<file path="src/rtl/bus_responder.sv">
// Target-side endpoint for the packed bus word {rw, addr[11:0], data[11:0]}:
// accepts one word, performs a local register-file read or write, then returns one response beat.
module bus_responder #(
    parameter logic [11:0] BASE_ADDR  = 12'h000,
    parameter int          DEPTH_LOG2 = 4
) (
    input  logic        clk,
    input  logic        rst,
    input  logic [24:0] bus_in,
    input  logic        bus_valid,
    output logic        bus_ready,
    output logic        rsp_valid,
    input  logic        rsp_ready,
    output logic [11:0] rsp_data,
    output logic        rsp_wr,
    output logic        rsp_err
);

    localparam int DEPTH = 1 << DEPTH_LOG2;

    typedef enum logic [1:0] {
        IDLE,
        ACCESS,
        RESPOND
    } state_t;

    state_t state;
    state_t next_state;

    logic        lat_rw;
    logic [11:0] lat_addr;
    logic [11:0] lat_data;

    logic [11:0] mem [DEPTH];

    logic                  accept;
    logic                  hit;
    logic [DEPTH_LOG2-1:0] index;
    logic                  mem_we;

    // Window decode works on the latched address, so bus_in may change freely after accept.
    assign hit    = (lat_addr[11:DEPTH_LOG2] == BASE_ADDR[11:DEPTH_LOG2]);
    assign index  = lat_addr[DEPTH_LOG2-1:0];
    assign mem_we = (state == ACCESS) && lat_rw && hit;

    always_ff @(posedge clk) begin
        if (rst) begin
            state <= IDLE;
        end else begin
            state <= next_state;
        end
    end

    always_comb begin
        next_state = state;
        bus_ready  = 1'b0;
        rsp_valid  = 1'b0;
        accept     = 1'b0;
        case (state)
            IDLE: begin
                bus_ready = 1'b1;
                if (bus_valid) begin
                    accept     = 1'b1;
                    next_state = ACCESS;
                end
            end
            ACCESS: begin
                next_state = RESPOND;
            end
            RESPOND: begin
                rsp_valid = 1'b1;
                if (rsp_ready) begin
                    next_state = IDLE;
                end
            end
            default: begin
                next_state = IDLE;
            end
        endcase
    end

    always_ff @(posedge clk) begin
        if (rst) begin
            lat_rw   <= 1'b0;
            lat_addr <= 12'h000;
            lat_data <= 12'h000;
        end else if (accept) begin
            lat_rw   <= bus_in[24];
            lat_addr <= bus_in[23:12];
            lat_data <= bus_in[11:0];
        end
    end

    // Reset wins over an ACCESS-cycle write, so a write racing reset never lands.
    always_ff @(posedge clk) begin
        if (rst) begin
            for (int i = 0; i < DEPTH; i++) begin
                mem[i] <= 12'h000;
            end
        end else if (mem_we) begin
            mem[index] <= lat_data;
        end
    end

    always_ff @(posedge clk) begin
        if (rst) begin
            rsp_data <= 12'h000;
            rsp_wr   <= 1'b0;
            rsp_err  <= 1'b0;
        end else if (state == ACCESS) begin
            rsp_wr  <= lat_rw;
            rsp_err <= !hit;
            if (lat_rw) begin
                rsp_data <= lat_data;
            end else if (hit) begin
                rsp_data <= mem[index];
            end else begin
                rsp_data <= 12'hFFF;
            end
        end
    end

endmodule

</file>
<file path="config.mk">
export PLATFORM = sky130hd
export DESIGN_NAME = bus_responder
export DESIGN_NICKNAME = d
export VERILOG_FILES = /design/src/rtl/bus_responder.sv
export SDC_FILE = /design/constraint.sdc
export NUM_CORES = 1
export LEC_CHECK = 0
export ABC_CLOCK_PERIOD_IN_PS = 8500
export BUFFER_PORTS_ARGS = -buffer_cell sky130_fd_sc_hd__buf_2
export CAP_MARGIN = 0
export CORE_MARGIN = 3
export CORE_UTILIZATION = 58
export DETAILED_ROUTE_END_ITERATION = 8
export HOLD_SLACK_MARGIN = 0.15
export PLACE_DENSITY = 0.77
export SYNTH_ARGS = -nofsm -noshare
export SYNTH_HDL_FRONTEND = slang
export SYNTH_SLANG_ARGS = --single-unit
</file>
<file path="constraint.sdc">
create_clock -name clk -period 8.5 [get_ports clk]
set_input_delay 0.425 -clock clk [delete_from_list [all_inputs] [get_ports clk]]
set_output_delay 0.425 -clock clk [all_outputs]
set_load 0.005 [all_outputs]
</file>
### Word-level counts from Yosys, hierarchy flattened

Memories as Yosys holds them, arrays and structs flattened. A register that Yosys moved wholly into a read port is not among the register bits.
Index checks and enable logic that the tools add are counted.

* equal/unequal tests: 4
* mux-type cells: 19
* reduce and logical (&&, ||, !) cells: 7

Operators by type and width (number)
* $mux W12: 3
* $mux W4: 3
* $reduce_or A12 Y1: 1
* $mux W1: 10
* $logic_not A8 Y1: 1
* $pmux W2 S3: 1
* $mux W2: 2
* $ne A2 B2 Y1 const B: 2
* $eq A2 B1 Y1 const B: 1
* $eq A2 B2 Y1 const B: 1
* $logic_and A1 B1 Y1: 2
* $logic_not A2 Y1: 1
* $reduce_and A2 Y1: 1
* $logic_not A1 Y1: 1

* flip-flop bits (word level): 41
* memory bits (writable): 192
* input port bits: 29
* memories kept: 1

Memory list
* mem: words 16, bits a word 12, read ports 1, clocked after memory_dff 1, write ports 16, line 34 `logic [11:0] mem [DEPTH];`

### Logic depth before layout (Yosys ltp)

Gate-level depths: netlist (run 1).

* depth after elaboration: 8
* depth in mapped cells: 8
* mapped depth without buffers: 4

### Worst setup path before layout (run 1)

OpenSTA, ideal clock, no wires.

* path kind: register to register
* from: register lat_addr[6]
* to: memory mem[11][0] (enable)
* setup time: 0.400 ns
* arrival time: 2.320 ns
* required time: 8.100 ns
* slack: 5.780 ns
* stages on the path, launching flop included: 6
* path buffers: 2
* clock period less this slack: 2.720 ns
* cells stage by stage: dfxtp_1 nor4_4 nand4_4 buf_4 buf_2 o31ai_1

RTL lines
* start: declaration: line 31 `logic [11:0] lat_addr;`
* start signal: assignment: line 89 `lat_addr <= bus_in[23:12];`
* end: declaration: line 34

==> flow_metrics.py, run 1 <==
metrics = {
    "synthesis": {
        "syn-cell-area_mm2": 0.0114,
        "ys_warn_count": 0,
        "ys_ff_latch": 237,
        "synth_cell_types": 32,
        "yosysSeqAreaShare_pct": 58.4,
        "synth_nets": 897,
        "netlist_instances": 868,
        "avgSynthCellArea_um2": 13.2,
    },
    "timing": {
        "slew_violations": 0,
        "hold_slack_ps": 163,
        "min_period_over_period_pct": 37.0,
        "relSlewSlack_pct": 22.5,
        "tns_ps": 0,
        "worst_slack_ps": 5360,
        "max_freq_ghz": 0.318,
        "fin_crit_ps": 3140,
        "hold_viol": 0,
        "tightest_slew_ps": 1160,
        "setup_viol": 0,
        "finalClockSkew_ps": 21.7,
        "rsz0062_at_grt": "no",
    },
    "pwr": {
        "pwr-share-comb_pct": 9.0,
        "swShare_pct": 24.1,
        "finalPower_mw": 2.77,
        "ir_drop_mv": 0.167,
        "pwr-share-clk_pct": 42.5,
        "power_switching_uw": 668,
        "power_density_mw_per_mm2": 219,
        "power_leakage_nw": 3.90,
        "pwr-share-seq_pct": 48.5,
        "p_int_mw": 2.10,
    },
    "global_routing": {
        "antenna_found_initial": 0,
        "grt_pass1_vias": 7273,
        "grt-ovfl-total": 0,
        "grt_max_degree": 161,
        "grt.total_usage_pct": 26.2,
        "grt_pass1_wl_um": 43700,
    },
    "route": {
        "drt-initial-drc-count": 1026,
        "postRouteAntennaNets": 0,
        "routedWlPerCell_um": 24.9,
        "viasPerCell": 6.67,
        "post-route-drc-count": 0,
        "num_vias": 7572,
        "first_pass_iters": 5,
        "wirelength_um": 28300,
    },
    "critical_path": {
        "path_cells": "nor2b_1 -> nand4_4 -> buf_12 -> o31ai_2",
        "crit_family": "compound AO/OA/AOI/OAI gates",
        "crit_path_max_incr_delay_ps": 1100,
        "cp.arrival_ps": 3280,
        "critPathLaunchType": "flop",
        "crit_required_ps": 8640,
        "r2r_slack_ps": 5360,
        "critPathSlowestCell": "o31ai_2",
        "critPathKind": "flop to flop",
        "worst-path-buf-inv": 1,
        "cp_max_fo": 160,
        "cp-end-kind": "flop",
    },
    "hold_path": {
        "hp-class": "input port to flop",
    },
    "finish": {
        "multi_input_area_mm2": 0.00428,
        "fillers": 1341,
        "final_common_cell": "edfxtp_1",
        "final_core_util_pct": 66.6,
        "fin_nets": 887,
        "regArea_mm2": 0.00667,
        "diodes": 0,
        "syn_to_final_growth_pct": 10.8,
        "final_cells": 1136,
        "drive_gt1_share_pct": 27.3,
        "final_cell_mix": "edfxtp_1, nor4_2, mux2i_1",
        "fin_area_mm2": 0.0127,
    },
    "floorplan": {
        "core-area_mm2": 0.0190,
        "row_count": 50,
        "die_w_um": 146,
        "die_area_mm2": 0.0214,
        "initial_utilization_pct": 60.0,
        "ios": 45,
        "fp.dieH_um": 146,
    },
    "clock_network": {
        "clock_sinks": 237,
        "cts_tree": "built",
        "clk_latency_ps": 520,
        "cts_max_level": 1,
        "cts_buffers": 25,
        "clockBufferDepth": 3,
        "ctsRootBufferMaster": "clkbuf_16",
        "postCtsSetupRepairBufs": 0,
        "path_clk_slew_ps": 60,
    },
    "place": {
        "place_ws_ps": 5430,
        "portBuffers": 44,
        "hpwl_um": 17800,
        "place_area_mm2": 0.0117,
        "place_inst": 1085,
        "gp_congestion": 0.983,
    },
    "outcome": {
        "status": "finished clean",
    },
    "job": {
        "cap_violations": 0,
    },
}
## area by class of cell
| cell class | instances | area share [%] |
|---|---|---|
| flip-flops and latches | 237 | 52.7 |
| multi-input cells | 510 | 33.8 |
| clock buffers | 27 | 5.00 |
| repair buffers | 70 | 3.50 |
| well taps | 260 | 2.57 |
| clock inverters | 18 | 1.98 |
| inverters | 14 | 0.415 |
## power by group through the flow
stage / sequential, mW / clock (mW) / combinational (mW)
after floorplan: 1.34 / 0 / 0.181
after global placement: 1.36 / 0 / 0.233
after detailed placement: 1.37 / 0 / 0.241
after CTS: 1.34 / 1.18 / 0.244
after global routing: 1.35 / 1.22 / 0.265
final: 1.34 / 1.18 / 0.248
## cell families (layout without fill, tap and decap cells)
family	count (synthesis)	count (layout)	synth area share, %
AOI/OAI and AO/OA	112	112	7.12
buffers and inverters	121	129	4.69
DFF	237	237	58.4
muxes	84	84	8.68
and+or+nand+nor	314	314	21.1
## worst min-delay path: cells and delay by family
kind	cells	cell delay, ps
AO/OA/AOI/OAI	1	50
AND/OR/NAND/NOR	1	50
buffers and inverters	1	100
## synth_stat cells
cell type / count / area share, %
edfxtp_1: 192 / 50
nand3_1: 11 / 0.48
a31oi_1: 1 / 0.055
buf_2: 20 / 0.88
nand2_1: 68 / 2.2
a221oi_1: 23 / 1.8
inv_1: 14 / 0.46
mux4_2: 12 / 2.4
nor2b_1: 5 / 0.27
a21oi_1: 39 / 1.7
buf_1: 15 / 0.49
o21ai_0: 1 / 0.044
o31ai_1: 12 / 0.79
mux2i_1: 72 / 6.3
dfxtp_1: 45 / 7.9
a311oi_1: 1 / 0.077
clkbuf_1: 55 / 1.8
nor2_1: 16 / 0.53
nor4_4: 5 / 0.93
a22oi_1: 12 / 0.79
nor4_1: 52 / 2.8
nor4_2: 93 / 10
a2bb2oi_1: 11 / 0.84
nand4_4: 1 / 0.19
and2_1: 50 / 2.7
a311o_1: 12 / 1.1
buf_4: 14 / 0.92
clkbuf_2: 3 / 0.13
nand4_1: 1 / 0.055
nand2b_1: 6 / 0.33
nand3b_1: 1 / 0.066
or2_2: 5 / 0.27
## layer usage
metal	part of all wire, %	vias up	track usage (%)
met4	3.3	0	8.56
met5	0	-	0
met1	42	3711	39.4
li1	-	3348	-
met2	45	455	39.5
met3	10	58	3.88
## worst paths after layout
check / startpoint / cells after the start / end
worst max-delay path: lat_rw / 4 / mem[10][7]
worst min-delay path: bus_in[17] / 3 / lat_addr[5]
worst max register to register: lat_rw / 4 / mem[10][7]
worst min register to register: rsp_wr / 2 / rsp_wr
## what timing repair did
item / CTS / global route
resized for setup: 0 / 0
hold buffers: 6 / 0
hold endpoints to repair: 6 / 0
## state kept, by name, indices dropped and copies added (netlist names), named ones only
| register | flops |
|---|---|
| rsp_data | 12 |
| mem | 192 |
| rsp_err | 1 |
| lat_rw | 1 |
| rsp_wr | 1 |
| lat_data | 12 |
| state | 2 |
| lat_addr | 12 |
No activity file was read; power rests on OpenSTA's default activity.
==> run 2: changes to the inputs <==
- ABC_CLOCK_PERIOD_IN_PS: 8500 -> 2700
- CORE_UTILIZATION: 58 -> 56
- clock period: 8.5 -> 2.7 ns (I/O delays scaled with it)
==> flow_metrics.py, run 2 (synthesis gave the netlist of run 1 again) <==
metrics = {
    "floorplan": {
        "core-area_mm2": 0.0197,
        "initial_utilization_pct": 57.9,
        "fp.dieH_um": 149,
        "die_w_um": 149,
        "row_count": 51,
        "ios": 45,
        "die_area_mm2": 0.0221,
    },
    "hold_path": {
        "whs_path_depth": 4,
        "hp-class": "input port to flop",
    },
    "route": {
        "first_pass_iters": 5,
        "drt-initial-drc-count": 1180,
        "viasPerCell": 6.69,
        "postRouteAntennaNets": 0,
        "wirelength_um": 30600,
        "routedWlPerCell_um": 25.6,
        "post-route-drc-count": 0,
        "num_vias": 8005,
    },
    "finish": {
        "drive_gt1_share_pct": 29.3,
        "final_cells": 1196,
        "diodes": 0,
        "fin_nets": 942,
        "multi_input_area_mm2": 0.00429,
        "final_cell_mix": "edfxtp_1, nor4_2, mux2i_1",
        "fin_area_mm2": 0.0131,
        "largest_register_ffs": 192,
        "fillers": 1342,
        "largest-register": "mem",
        "final_common_cell": "edfxtp_1",
        "regArea_mm2": 0.00667,
        "syn_to_final_growth_pct": 14.8,
    },
    "clock_network": {
        "cts_max_level": 1,
        "ctsRootBufferMaster": "clkbuf_16",
        "clock_sinks": 237,
        "postCtsSetupRepairBufs": 0,
        "cts-hold-fix-buffers": 26,
        "path_clk_slew_ps": 60,
        "clockBufferDepth": 3,
        "cts_buffers": 25,
        "clk_latency_ps": 520,
        "cts_resized": 0,
        "cts_tree": "built",
    },
    "outcome": {
        "status": "finished clean",
    },
    "critical_path": {
        "critPathKind": "flop to flop",
        "critPathLaunchType": "flop",
        "crit_required_ps": 3000,
        "cp.arrival_ps": 2590,
        "cp_max_fo": 104,
        "worst_r2r_path_depth": 5,
        "cp-end-kind": "flop",
    },
    "timing": {
        "rsz0062_at_grt": "no",
        "finalClockSkew_ps": 10.8,
        "tightest_slew_ps": 968,
        "max_freq_ghz": 0.437,
        "hold_viol": 0,
        "slew_violations": 0,
        "fin_crit_ps": 2290,
        "setup_viol": 0,
        "min_period_over_period_pct": 84.8,
        "hold_slack_ps": 234,
        "relSlewSlack_pct": 35.4,
    },
    "place": {
        "gp_congestion": 0.917,
        "hpwl_um": 19900,
        "place_inst": 1125,
        "portBuffers": 44,
        "place_area_mm2": 0.0120,
    },
    "global_routing": {
        "antenna_found_initial": 0,
        "grt.total_usage_pct": 27.8,
        "grt_pass1_vias": 7693,
        "grt_pass1_wl_um": 46500,
        "grt_max_degree": 105,
        "grt-ovfl-total": 0,
    },
    "pwr": {
        "swShare_pct": 24.6,
        "power_leakage_nw": 4.13,
        "power_density_mw_per_mm2": 655,
        "ir_drop_mv": 0.553,
        "pwr-share-comb_pct": 10.4,
        "pwr-share-clk_pct": 40.7,
        "finalPower_mw": 8.59,
        "pwr-share-seq_pct": 49.0,
        "p_int_mw": 6.48,
        "power_switching_mw": 2.11,
    },
    "job": {
        "cap_violations": 0,
    },
}
## run 2: power groups by stage
stage               registers (mW)  clock network, mW  logic [mW]
finish                        4.20               3.49       0.891
detailed placement            4.28                  0       0.834
global route                  4.21               3.67       0.938
CTS                           4.20               3.51       0.866
global placement              4.27                  0       0.804
floorplan                     4.21                  0       0.573
## run 2: per-stage QoR
step           TNS [ps]  utilization, %  setup WS [ps]
6_report              0            66.5            411
5_1_grt               0            66.5            291
4_1_cts               0            66.5            427
3_5_place_dp          0            60.9            432
3_3_place_gp          0            60.9            511
2_1_floorplan     -2180               -          -20.3
## run 2: area by class of cell
cell class	instances	area share, %
clock buffers	34	5.58
clock inverters	11	0.878
repair buffers	125	7.00
inverters	14	0.401
well taps	265	2.53
multi-input cells	510	32.7
flip-flops and latches	237	50.9
## run 2: routing by layer
layer  vias up  routed length (um)  global-route usage [%]
li1       3452                   -                       -
met1      3980               12400                    40.6
met2       494               13900                    42.4
met3        79                3240                    5.93
met4         0                 999                    8.56
met5         -                   0                       0
## run 2: worst paths after layout
check / slack (ps) / to / startpoint
max: 410 / mem[9][7] / lat_addr[9]
min: 230 / lat_data[0] / bus_valid
max reg2reg: 410 / mem[9][7] / lat_addr[9]
min reg2reg: 490 / lat_addr[10] / lat_addr[10]
## run 2: critical path, stage by stage (launching register included)
cell,delay (ps)
dfxtp_1,330
nor4_4,390
nand4_4,250
buf_12,330
buf_4,340
nor4_1,340
